==> src/rtl/fft_result_drain.sv <==
// fft_result_drain: buffers accumulated complex results {real, imag} in a
// FIFO and drains them to the AXI write channel in bursts of up to 2^N beats.
// Optional feature: define FFT_DRAIN_OVF_DETECT_EN to enable the sticky
// overflow flag o_ovf; otherwise o_ovf is tied low.
module fft_result_drain #(
  parameter int unsigned N          = 4,
  parameter int unsigned DEPTH_LOG2 = 5
) (
  input  logic          clk,
  input  logic          n_Reset,
  input  logic          i_start,
  input  logic [11:0]   i_samp_number,
  input  logic [31:0]   i_data,
  input  logic          i_valid,
  output logic          o_full,
  output logic [31:0]   AWDATA,
  output logic          AWVALID,
  input  logic          AWREADY,
  output logic [N:0]    AWBURST,
  output logic          o_busy,
  output logic          o_done,
  output logic          o_ovf
);

  localparam int unsigned DEPTH = 1 << DEPTH_LOG2;
  localparam int unsigned MAXB  = 1 << N;

  typedef enum logic [1:0] {IDLE, WAIT, BURST, DONE} state_t;

  state_t                state;
  logic [31:0]           mem [DEPTH];
  logic [DEPTH_LOG2:0]   wr_ptr, rd_ptr, count;
  logic [DEPTH_LOG2:0]   wr_next, rd_next, count_next;
  logic [DEPTH_LOG2:0]   len_ext;
  logic [12:0]           rem;
  logic [N:0]            beat, len;
  logic                  push, pop, flush;

  assign push  = i_valid && !o_full;
  assign pop   = AWVALID && AWREADY;
  assign flush = (state == DONE);
  assign count = wr_ptr - rd_ptr;

  // Head word is only meaningful when the FIFO holds data; zero otherwise.
  assign AWDATA = (count != '0) ? mem[rd_ptr[DEPTH_LOG2-1:0]] : '0;
  assign o_busy = (state != IDLE);

  // Next pointer values; o_full is registered from the post-edge count so it
  // lines up with the count seen in the same cycle.
  always_comb begin
    wr_next    = wr_ptr + (DEPTH_LOG2+1)'(push);
    rd_next    = flush ? wr_ptr : rd_ptr + (DEPTH_LOG2+1)'(pop);
    count_next = wr_next - rd_next;
  end

  // Burst length for the next burst: min(rem, 2^N).
  always_comb begin
    if (rem >= 13'(MAXB)) len = (N+1)'(MAXB);
    else                  len = rem[N:0];
    len_ext = {{(DEPTH_LOG2-N){1'b0}}, len};
  end

  // FIFO storage write.
  always_ff @(posedge clk) begin
    if (push) mem[wr_ptr[DEPTH_LOG2-1:0]] <= i_data;
  end

  // FIFO pointers and full flag.
  always_ff @(posedge clk or negedge n_Reset) begin
    if (!n_Reset) begin
      wr_ptr <= '0;
      rd_ptr <= '0;
      o_full <= 1'b0;
    end else begin
      wr_ptr <= wr_next;
      rd_ptr <= rd_next;
      o_full <= (count_next == (DEPTH_LOG2+1)'(DEPTH));
    end
  end

  // Frame/burst control FSM with registered AXI outputs.
  always_ff @(posedge clk or negedge n_Reset) begin
    if (!n_Reset) begin
      state   <= IDLE;
      rem     <= '0;
      beat    <= '0;
      AWBURST <= '0;
      AWVALID <= 1'b0;
      o_done  <= 1'b0;
    end else begin
      o_done <= 1'b0;
      case (state)
        IDLE: begin
          if (i_start) begin
            rem <= {1'b0, i_samp_number};
            if (i_samp_number == '0) begin
              state  <= DONE;
              o_done <= 1'b1;
            end else begin
              state <= WAIT;
            end
          end
        end
        WAIT: begin
          if (count >= len_ext) begin
            AWBURST <= len;
            beat    <= len;
            AWVALID <= 1'b1;
            state   <= BURST;
          end
        end
        BURST: begin
          if (pop) begin
            beat <= beat - 1'b1;
            rem  <= rem - 1'b1;
            if (beat == (N+1)'(1)) begin
              AWVALID <= 1'b0;
              AWBURST <= '0;
              if (rem == 13'd1) begin
                state  <= DONE;
                o_done <= 1'b1;
              end else begin
                state <= WAIT;
              end
            end
          end
        end
        default: begin
          state <= IDLE;
        end
      endcase
    end
  end

`ifdef FFT_DRAIN_OVF_DETECT_EN
  // Sticky overflow: dropped push or result arriving with no frame open.
  always_ff @(posedge clk or negedge n_Reset) begin
    if (!n_Reset)
      o_ovf <= 1'b0;
    else if (i_start)
      o_ovf <= 1'b0;
    else if (i_valid && (o_full || state == IDLE))
      o_ovf <= 1'b1;
  end
`else
  assign o_ovf = 1'b0;
`endif

endmodule

==> config.mk <==
export PLATFORM = sky130hd
export DESIGN_NAME = fft_result_drain
export DESIGN_NICKNAME = d
export VERILOG_FILES = /design/src/rtl/fft_result_drain.sv
export SDC_FILE = /design/constraint.sdc
export NUM_CORES = 1
export LEC_CHECK = 0
export ABC_AREA = 1
export BUFFER_PORTS_ARGS = -buffer_cell sky130_fd_sc_hd__buf_2
export CAP_MARGIN = 5
export CORE_UTILIZATION = 40
export CTS_CLUSTER_SIZE = 14
export DETAILED_ROUTE_END_ITERATION = 8
export HOLD_SLACK_MARGIN = 0.02
export PLACE_DENSITY_LB_ADDON = 0.2
export SLEW_MARGIN = 20
export SYNTH_ARGS = -nofsm -noshare
export SYNTH_HDL_FRONTEND = slang
export SYNTH_SLANG_ARGS = --single-unit
==> constraint.sdc <==
create_clock -name clk -period 2.7 [get_ports clk]
set_input_delay 0.54 -clock clk [delete_from_list [all_inputs] [get_ports clk]]
set_output_delay 0.54 -clock clk [all_outputs]
set_load 0.02 [all_outputs]
==> insert_results.sql, run 1 <==
INSERT INTO impl_metrics (metric_group, metric, value, unit) VALUES
('detailed_routing', 'via_count', '29950', ''),
('clock_tree', 'insertion_delay', '0.69', 'ns'),
('worst_setup_path', 'critical_path.cell_chain', 'buf_4, buf_4, buf_12, nand3_1, nand3_1, nand3_1, nand2_2, nand2_1, nand2_2, nor2_2, buf_4, buf_4', ''),
('worst_setup_path', 'cpPeakStageDelay', '0.45', 'ns'),
('cells_and_area', 'layout_utilization', '47.90', '%'),
('synthesis', 'avgSynthCellArea', '11.72', 'um^2'),
('floorplan', 'chipHeight', '333.7', 'um'),
('sta', 'finalWorstSetupSlack', '-0.7480', 'ns'),
('floorplan', 'rows', '121', ''),
('synthesis', 'postSynthRegisterBits', '1064', ''),
('worst_setup_path', 'worstRegToRegCells', '14', ''),
('cells_and_area', 'fillerInstances', '9677', ''),
('placement', 'placed_cells', '5252', ''),
('floorplan', 'top_level_ports', '91', ''),
('clock_tree', 'ctsHtreeMaxLevel', '3', ''),
('synthesis', 'synth-async-reset-ratio', '3.759', '%'),
('sta', 'timing_max_transition_violations_final', '0', ''),
('worst_setup_path', 'r2r-start', 'AWVALID', ''),
('sta', 'timing.final.hold_violations', '0', ''),
('placement', 'io_buffers', '89', ''),
('clock_tree', 'path_clk_slew', '0.06', 'ns'),
('floorplan', 'core-area', '109000', 'um^2'),
('power', 'p_per_area', '1158', 'nW/um^2'),
('status', 'violations_in_the_final_reports', 'negative setup slack', ''),
('clock_tree', 'cts-buffers-inserted', '111', ''),
('worst_setup_path', 'timing.critical_path.to_type', 'output port', ''),
('worst_hold_path', 'hold_path_stages', '3', ''),
('sta', 'setup_viol', '32', ''),
('worst_setup_path', 'cp_max_fo', '34', ''),
('clock_tree', 'cts.sinks', '1064', ''),
('detailed_routing', 'drt_pre_antenna_iters', '5', ''),
('detailed_routing', 'drc', '0', ''),
('synthesis', 'post_synth_num_cell_types', '40', ''),
('sta', 'post-route-min-period', '3.448', 'ns'),
('power', 'leakagePower', '18.98', 'nW'),
('clock_tree', 'clock_tree_from_tritoncts', 'done', ''),
('global_routing', 'grt_pass1_vias', '28250', ''),
('global_routing', 'grt_overflow_total', '0', ''),
('power', 'vdd_ir_drop_max', '0.8574', 'mV'),
('detailed_routing', 'route.antenna.remaining_nets', '0', ''),
('status', 'outcome', 'finished, violations left', ''),
('cells_and_area', 'drive_gt1_share', '15.14', '%'),
('floorplan', 'fp.dieW', '333.7', 'um'),
('worst_hold_path', 'min_from', 'i_samp_number[6]', ''),
('global_routing', 'grt_util_overall', '23.47', '%'),
('job', 'drv.max_cap_violation_count', '0', ''),
('cells_and_area', 'nets_finish', '4039', ''),
('cells_and_area', 'syn_to_layout_area_delta', '18.63', '%'),
('clock_tree', 'clockRootBuffer', 'clkbuf_16', ''),
('floorplan', 'die_area', '111400', 'um^2'),
('cells_and_area', 'finish.cell_count_without_fillers', '5465', ''),
('sta', 'max_slew.worst_pin.slew', '0.7070', 'ns'),
('synthesis', 'mappedNetlistArea', '44010', 'um^2'),
('sta', 'fmaxAchievable', '290.0', 'MHz'),
('synthesis', 'postSynthNetCount', '3827', ''),
('synthesis', 'number_of_flops_mapped_to_enable_cells_by_yosys', '1024', ''),
('worst_setup_path', 'startpoint', 'rd_ptr[1]', ''),
('detailed_routing', 'postRouteWirelength', '131.4', 'mm'),
('synthesis', 'yosys_warnings', '0', ''),
('placement', 'finalWeightedCongestion', '0.8517', ''),
('floorplan', 'initial_core_util', '40.38', '%'),
('global_routing', 'wire_length_of_the_first_global_routing_pass', '192.8', 'mm'),
('worst_setup_path', 'critical-path-top-cell-by-count', 'buf_4', ''),
('worst_hold_path', 'min-delay-path-class', 'in -> reg', ''),
('sta', 'max-slew-margin-rel', '52.87', '%'),
('sta', 'rsz0062_at_grt', 'yes', ''),
('synthesis', 'synthesis.instances', '3754', ''),
('sta', 'timing.clock.skew', '0.02122', 'ns'),
('global_routing', 'grt_max_degree', '79', ''),
('detailed_routing', 'wl_per_cell', '24.04', 'um'),
('worst_setup_path', 'worst-setup-path-type', 'reg -> out', '');
==> cell type report <==
type	instances	area [um^2]	share of cell area (%)
timing repair buffer	328	3572	6.842
timing repair inverter	1	11.26	0.02157
clock inverter	53	359.1	0.6878
antenna	1	2.502	0.004793
sequential	1064	31770	60.84
inverter	63	274.0	0.5248
tap	1414	1769	3.389
multi-input combinational	2397	11490	22.01
clock buffer	144	2965	5.679
==> cell families (layout without fill, tap and decap cells) <==
logic type / Yosys count / in the layout / synth area share, %
xor+xnor: 16 / 16 / 0.3184
other cells: 1 / 2 / 0.008520
simple gates: 2191 / 2191 / 21.32
fa+ha+maj: 24 / 24 / 0.6994
mux: 1 / 1 / 0.02274
flops: 1064 / 1064 / 72.14
buf+inv: 293 / 589 / 3.406
compound gates: 164 / 164 / 2.089
==> where the power goes <==
part	total, mW	switching [mW]	internal (mW)
registers	19.8	0.443	19.4
clock network	14.3	6.28	7.97
logic	26.4	16.9	9.42
total	60.5	23.7	36.8
==> per-layer routing <==
metal  part of all wire, %  vias up  track usage [%]  wire, um
li1                      -    13720                -         -
met1                    45    15110            33.63     58710
met2                    47      943            37.64     61720
met3                   5.7      180            2.830      7508
met4                   2.6        2            6.725      3452
met5                0.0099        -                0        13
==> repair_timing <==
action	4_1_cts	5_1_grt
gates cloned	5	1
resized for setup	101	37
endpoints found under the hold margin	16	0
buffers inserted	8	2
setup endpoints to repair	35	46
hold buffers	1	0
pin swaps	8	7
==> state kept, by name, summed over array words and instances, names as in the netlist <==
signal	count
state	2
rd_ptr	6
rem	13
wr_ptr	6
beat	5
AWVALID	1
AWBURST	5
o_full	1
mem	1024
o_done	1
==> path summary, 6_finish.rpt <==
path                               to  slack [ns]
max in group asynchronous   rd_ptr[3]        1.75
min reg2reg                AWBURST[2]        0.47
min in group asynchronous     AWVALID        0.32
max reg2reg                    o_full        0.06
max                         AWDATA[1]       -0.75
min                            rem[6]        0.14
==> worst max-delay path: cells and delay by family (launching register included) <==
kind                   cells  cell delay [ns]
DFF                        1             0.45
and+or+nand+nor            7             0.82
buffers and inverters      5             0.89
==> cells in the final DEF, fill, tap and decap left out, types with 7 or more instances in the layout <==
cell type,n
o21ai_0,35
buf_16,10
nand4_1,12
xor2_1,10
buf_4,147
buf_6,23
buf_12,69
clkbuf_16,115
buf_2,69
o21ai_1,8
edfxtp_1,1024
nor2_2,7
a22oi_1,17
dfrtp_1,36
a21oi_1,73
inv_1,53
nor2_4,57
a21oi_2,10
nor3_1,7
clkinv_1,22
ha_1,19
nand2_1,1144
nand3_1,855
o211ai_1,9
nand2_4,13
nor2_1,65
nand2_2,22
clkinv_2,17
clkbuf_1,30
==> metrics by stage <==
stage | power [mW] | setup TNS (ns) | instance area, um^2
3_5_place_dp | 44.58 | -2.476 | 48130
5_1_grt | 63.68 | -25.56 | 52210
3_3_place_gp | 44.50 | -2.098 | 48130
4_1_cts | 60.36 | -24.16 | 52030
6_report | 60.46 | -21.39 | 52210
2_1_floorplan | 35.16 | -128.30 | 44220
==> synthesized netlist by cell type (2+ instances only) <==
master    number  share of area, %
ha_1          23              0.65
xnor2_1        4             0.080
buf_2        130               1.5
nand2_1     1178                10
nand4_1       12              0.17
nand3_2        2             0.045
o21ai_0       36              0.41
a21oi_1       83              0.94
buf_4         25              0.43
o22ai_1        5             0.071
nor3_1         7             0.080
clkbuf_1      46              0.39
nor2_1       127               1.1
a22oi_1       17              0.29
inv_2          3             0.026
dfrtp_1       40               2.3
edfxtp_1    1024                70
or2_2          2             0.028
buf_6         18              0.46
buf_1         11             0.094
inv_1         58              0.49
o21ai_1        7             0.080
xor2_1        12              0.24
o21bai_1       4             0.068
o211ai_1       9              0.15
nand3_1      857               9.7
(Power assumes the default switching activity.)
==> inputs of run 2 (changes only) <==
Settings changed: CORE_UTILIZATION 40 to 30.
==> run 2 against run 1 <==
Total power grew 6.0%. Core utilization decreased by 11 points. Sequential power barely moved. Register-to-register slack worse by 0.04 ns. Sequential cell count stayed put. First-iteration DRC count shrank 20%. Global-route usage shrank 4.8 points. The run ends with design-rule violations, negative setup slack left.
==> insert_results.sql, run 2 (synthesis results as in run 1) <==
INSERT INTO impl_metrics (metric_group, metric, value, unit) VALUES
('cells_and_area', 'most-common-layout-cells', '1141 x nand2_1, 1024 x edfxtp_1, 853 x nand3_1', ''),
('clock_tree', 'ctsLongestPathBuffers', '3', ''),
('sta', 'max-slew-margin-rel', '53.63', '%'),
('cells_and_area', 'largest_register_ffs', '1024', ''),
('cells_and_area', 'syn_to_layout_area_delta', '21.84', '%'),
('global_routing', 'groute.layer.met1.usage', '25.97', '%'),
('sta', 'finalSetupTns', '-26.83', 'ns'),
('global_routing', 'grt_overflow_total', '0', ''),
('floorplan', 'chipHeight', '385.0', 'um'),
('worst_hold_path', 'hold_path_stages', '3', ''),
('status', 'violations_in_the_final_reports', 'design-rule violations, negative setup slack', ''),
('worst_setup_path', 'cp-start-kind', 'flop', ''),
('worst_setup_path', 'critPathRequiredTime', '2.16', 'ns'),
('cells_and_area', 'drive_gt1_share', '15.62', '%'),
('floorplan', 'top_level_ports', '91', ''),
('global_routing', 'wire_length_of_the_first_global_routing_pass', '202.6', 'mm'),
('detailed_routing', 'drt_pre_antenna_iters', '7', ''),
('job', 'drv.max_cap_violation_count', '0', ''),
('clock_tree', 'clock_tree_from_tritoncts', 'done', ''),
('worst_setup_path', 'worst_path_depth', '12', ''),
('worst_setup_path', 'worstRegToRegCells', '18', ''),
('detailed_routing', 'route.antenna.remaining_nets', '0', ''),
('floorplan', 'core-area', '145600', 'um^2'),
('sta', 'finalWorstSetupSlack', '-0.8754', 'ns'),
('placement', 'dp_worst_setup_slack', '-0.3296', 'ns'),
('worst_setup_path', 'cpPeakStageDelay', '0.39', 'ns'),
('detailed_routing', 'wl_per_cell', '23.48', 'um'),
('power', 'leakagePower', '19.25', 'nW'),
('detailed_routing', 'via_count', '29510', ''),
('floorplan', 'initial_core_util', '30.24', '%'),
('detailed_routing', 'drt_iter0_markers', '2315', ''),
('global_routing', 'grt_antenna_before_repair', '7', ''),
('global_routing', 'grt_util_overall', '18.72', '%'),
('sta', 'post-route-min-period', '3.575', 'ns'),
('sta', 'timing_max_transition_violations_final', '0', ''),
('cells_and_area', 'nets_finish', '4013', ''),
('cells_and_area', 'finish.cell_count_without_fillers', '5959', ''),
('detailed_routing', 'drc', '2', ''),
('sta', 'setup_viol', '32', ''),
('clock_tree', 'clockRootBuffer', 'clkbuf_16', ''),
('placement', 'dpl.hpwl', '73.68', 'mm'),
('sta', 'max_slew.worst_pin.slew', '0.6948', 'ns'),
('worst_setup_path', 'worst_ep_arrival_time', '3.04', 'ns'),
('floorplan', 'fp.dieW', '385.0', 'um'),
('global_routing', 'grt_pass1_vias', '28320', ''),
('global_routing', 'grt_max_degree', '97', ''),
('clock_tree', 'path_clk_slew', '0.06', 'ns'),
('cells_and_area', 'finalInstanceArea', '53620', 'um^2'),
('worst_setup_path', 'critical_path.cell_chain', 'inv_2, ha_4, inv_4, fa_2, xor2_1, nor3b_2, nand3_4, buf_12, buf_12, nand2_2, nor2_4, buf_4', ''),
('worst_setup_path', 'timing.critical_path.to_type', 'output port', ''),
('global_routing', 'met3_usage', '2.884', '%'),
('placement', 'area_after_dpl', '48480', 'um^2'),
('worst_setup_path', 'cp_num_buf_inv', '5', ''),
('worst_setup_path', 'cp_max_fo', '11', ''),
('placement', 'io_buffers', '89', ''),
('global_routing', 'global_route_met2_utilization', '30.43', '%'),
('sta', 'fmaxAchievable', '279.7', 'MHz'),
('clock_tree', 'cts-buffers-inserted', '115', ''),
('placement', 'finalWeightedCongestion', '0.7796', ''),
('worst_hold_path', 'min-delay-path-class', 'in -> reg', ''),
('global_routing', 'busiest_layer_in_global_routing', 'met2', ''),
('worst_setup_path', 'critical-path-top-delay-family', 'buffers and inverters', ''),
('clock_tree', 'ctsHtreeMaxLevel', '3', ''),
('floorplan', 'die_area', '148200', 'um^2'),
('worst_setup_path', 'worst-setup-path-type', 'reg -> out', ''),
('power', 'vdd_ir_drop_max', '0.8781', 'mV'),
('placement', 'placed_cells', '5719', ''),
('clock_tree', 'insertion_delay', '0.74', 'ns'),
('sta', 'finalCritPeriodShare', '132.4', '%'),
('detailed_routing', 'avgViaCountPerCell', '4.952', ''),
('status', 'outcome', 'finished, violations left', ''),
('worst_setup_path', 'worst_path_max_delay_cell', 'dfrtp_1', ''),
('floorplan', 'rows', '140', ''),
('cells_and_area', 'layout_commonest_cell', 'nand2_1', ''),
('detailed_routing', 'postRouteWirelength', '139.9', 'mm'),
('power', 'p_per_area', '1196', 'nW/um^2'),
('sta', 'timing.final.hold_violations', '0', ''),
('worst_setup_path', 'critical-path-top-cell-by-count', 'buf_12', ''),
('clock_tree', 'cts.sinks', '1064', ''),
('sta', 'timing.clock.skew', '0.04359', 'ns'),
('sta', 'rsz0062_at_grt', 'yes', ''),
('cells_and_area', 'fillerInstances', '14000', '');
-- run 2: cell types whose count changed in the layout (fill, tap and decap cells not counted), moves of 5 or more --
cell and change:
bufinv_16 +16, a21oi_1 -5, buf_4 -25, ha_4 +5, nand2_4 +6, buf_8 -5
clkbuf_16 +5, buf_2 -10, clkinv_2 +5, clkbuf_1 -9, ha_1 -5
-- run 2: worst register-to-register path, delay by kind of cell (launching register included) --
family | cells | cell delay, ns
AOI/OAI and AO/OA | 1 | 0.19
xor gates and xnor gates | 1 | 0.25
adders and majority gates | 2 | 0.55
buffers and inverters | 4 | 0.42
DFF | 1 | 0.50
and+or+nand+nor | 10 | 0.66
-- run 2: per-layer routing --
layer | vias up | share of wire, %
li1 | 13690 | -
met5 | - | 0.022
met2 | 669 | 47
met1 | 14960 | 46
met4 | 6 | 2.2
met3 | 191 | 4.6
-- run 2: report_power, final --
group | internal, mW | switching, mW
registers | 19.4 | 0.428
logic | 9.91 | 17.9
clock network | 9.78 | 6.68
total | 39.1 | 25.0
-- run 2: path summary, 6_finish.rpt --
| kind | end | from | slack [ns] |
|---|---|---|---|
| setup / recovery | AWDATA[22] | wr_ptr[0] | -0.88 |
| hold / removal | rem[1] | i_samp_number[1] | 0.13 |
| setup reg to reg | beat[1] | rd_ptr[2] | 0.02 |
| hold reg to reg | AWBURST[2] | AWBURST[2] | 0.47 |
| max in group asynchronous | beat[4] | n_Reset | 1.79 |
| min in group asynchronous | state[0] | n_Reset | 0.32 |
-- run 2: area by class of cell --
cell class              instances  area [um^2]  area share (%)
repair buffers                297         3533           6.589
clock inverters                77        887.1           1.654
diodes                          3        7.507         0.01400
clock buffers                 139         3032           5.654
well taps                    1917         2399           4.473
repair inverters                1        8.758         0.01633
inverters                      63        276.5          0.5157
flip-flops and latches       1064        31770           59.24
multi-input cells            2398        11720           21.85
-- run 2: metrics by stage --
step | hold slack [ns] | util [%] | total power [mW]
after floorplan | 0.2444 | - | 35.16
after global placement | 0.4541 | 33.31 | 44.88
after detailed placement | 0.4546 | 33.31 | 44.91
after CTS | 0.06450 | 36.56 | 63.53
after global routing | 0.1266 | 36.83 | 67.50
final | 0.1270 | 36.84 | 64.11
-- run 2: repair_timing --
item                                    CTS  global route
pin swaps                                11            16
resized for setup                       134            58
endpoints found under the setup margin   41            46
hold buffers                              1             0
setup buffers                             3             6
endpoints found under the hold margin    19             0
gates cloned                             10             3
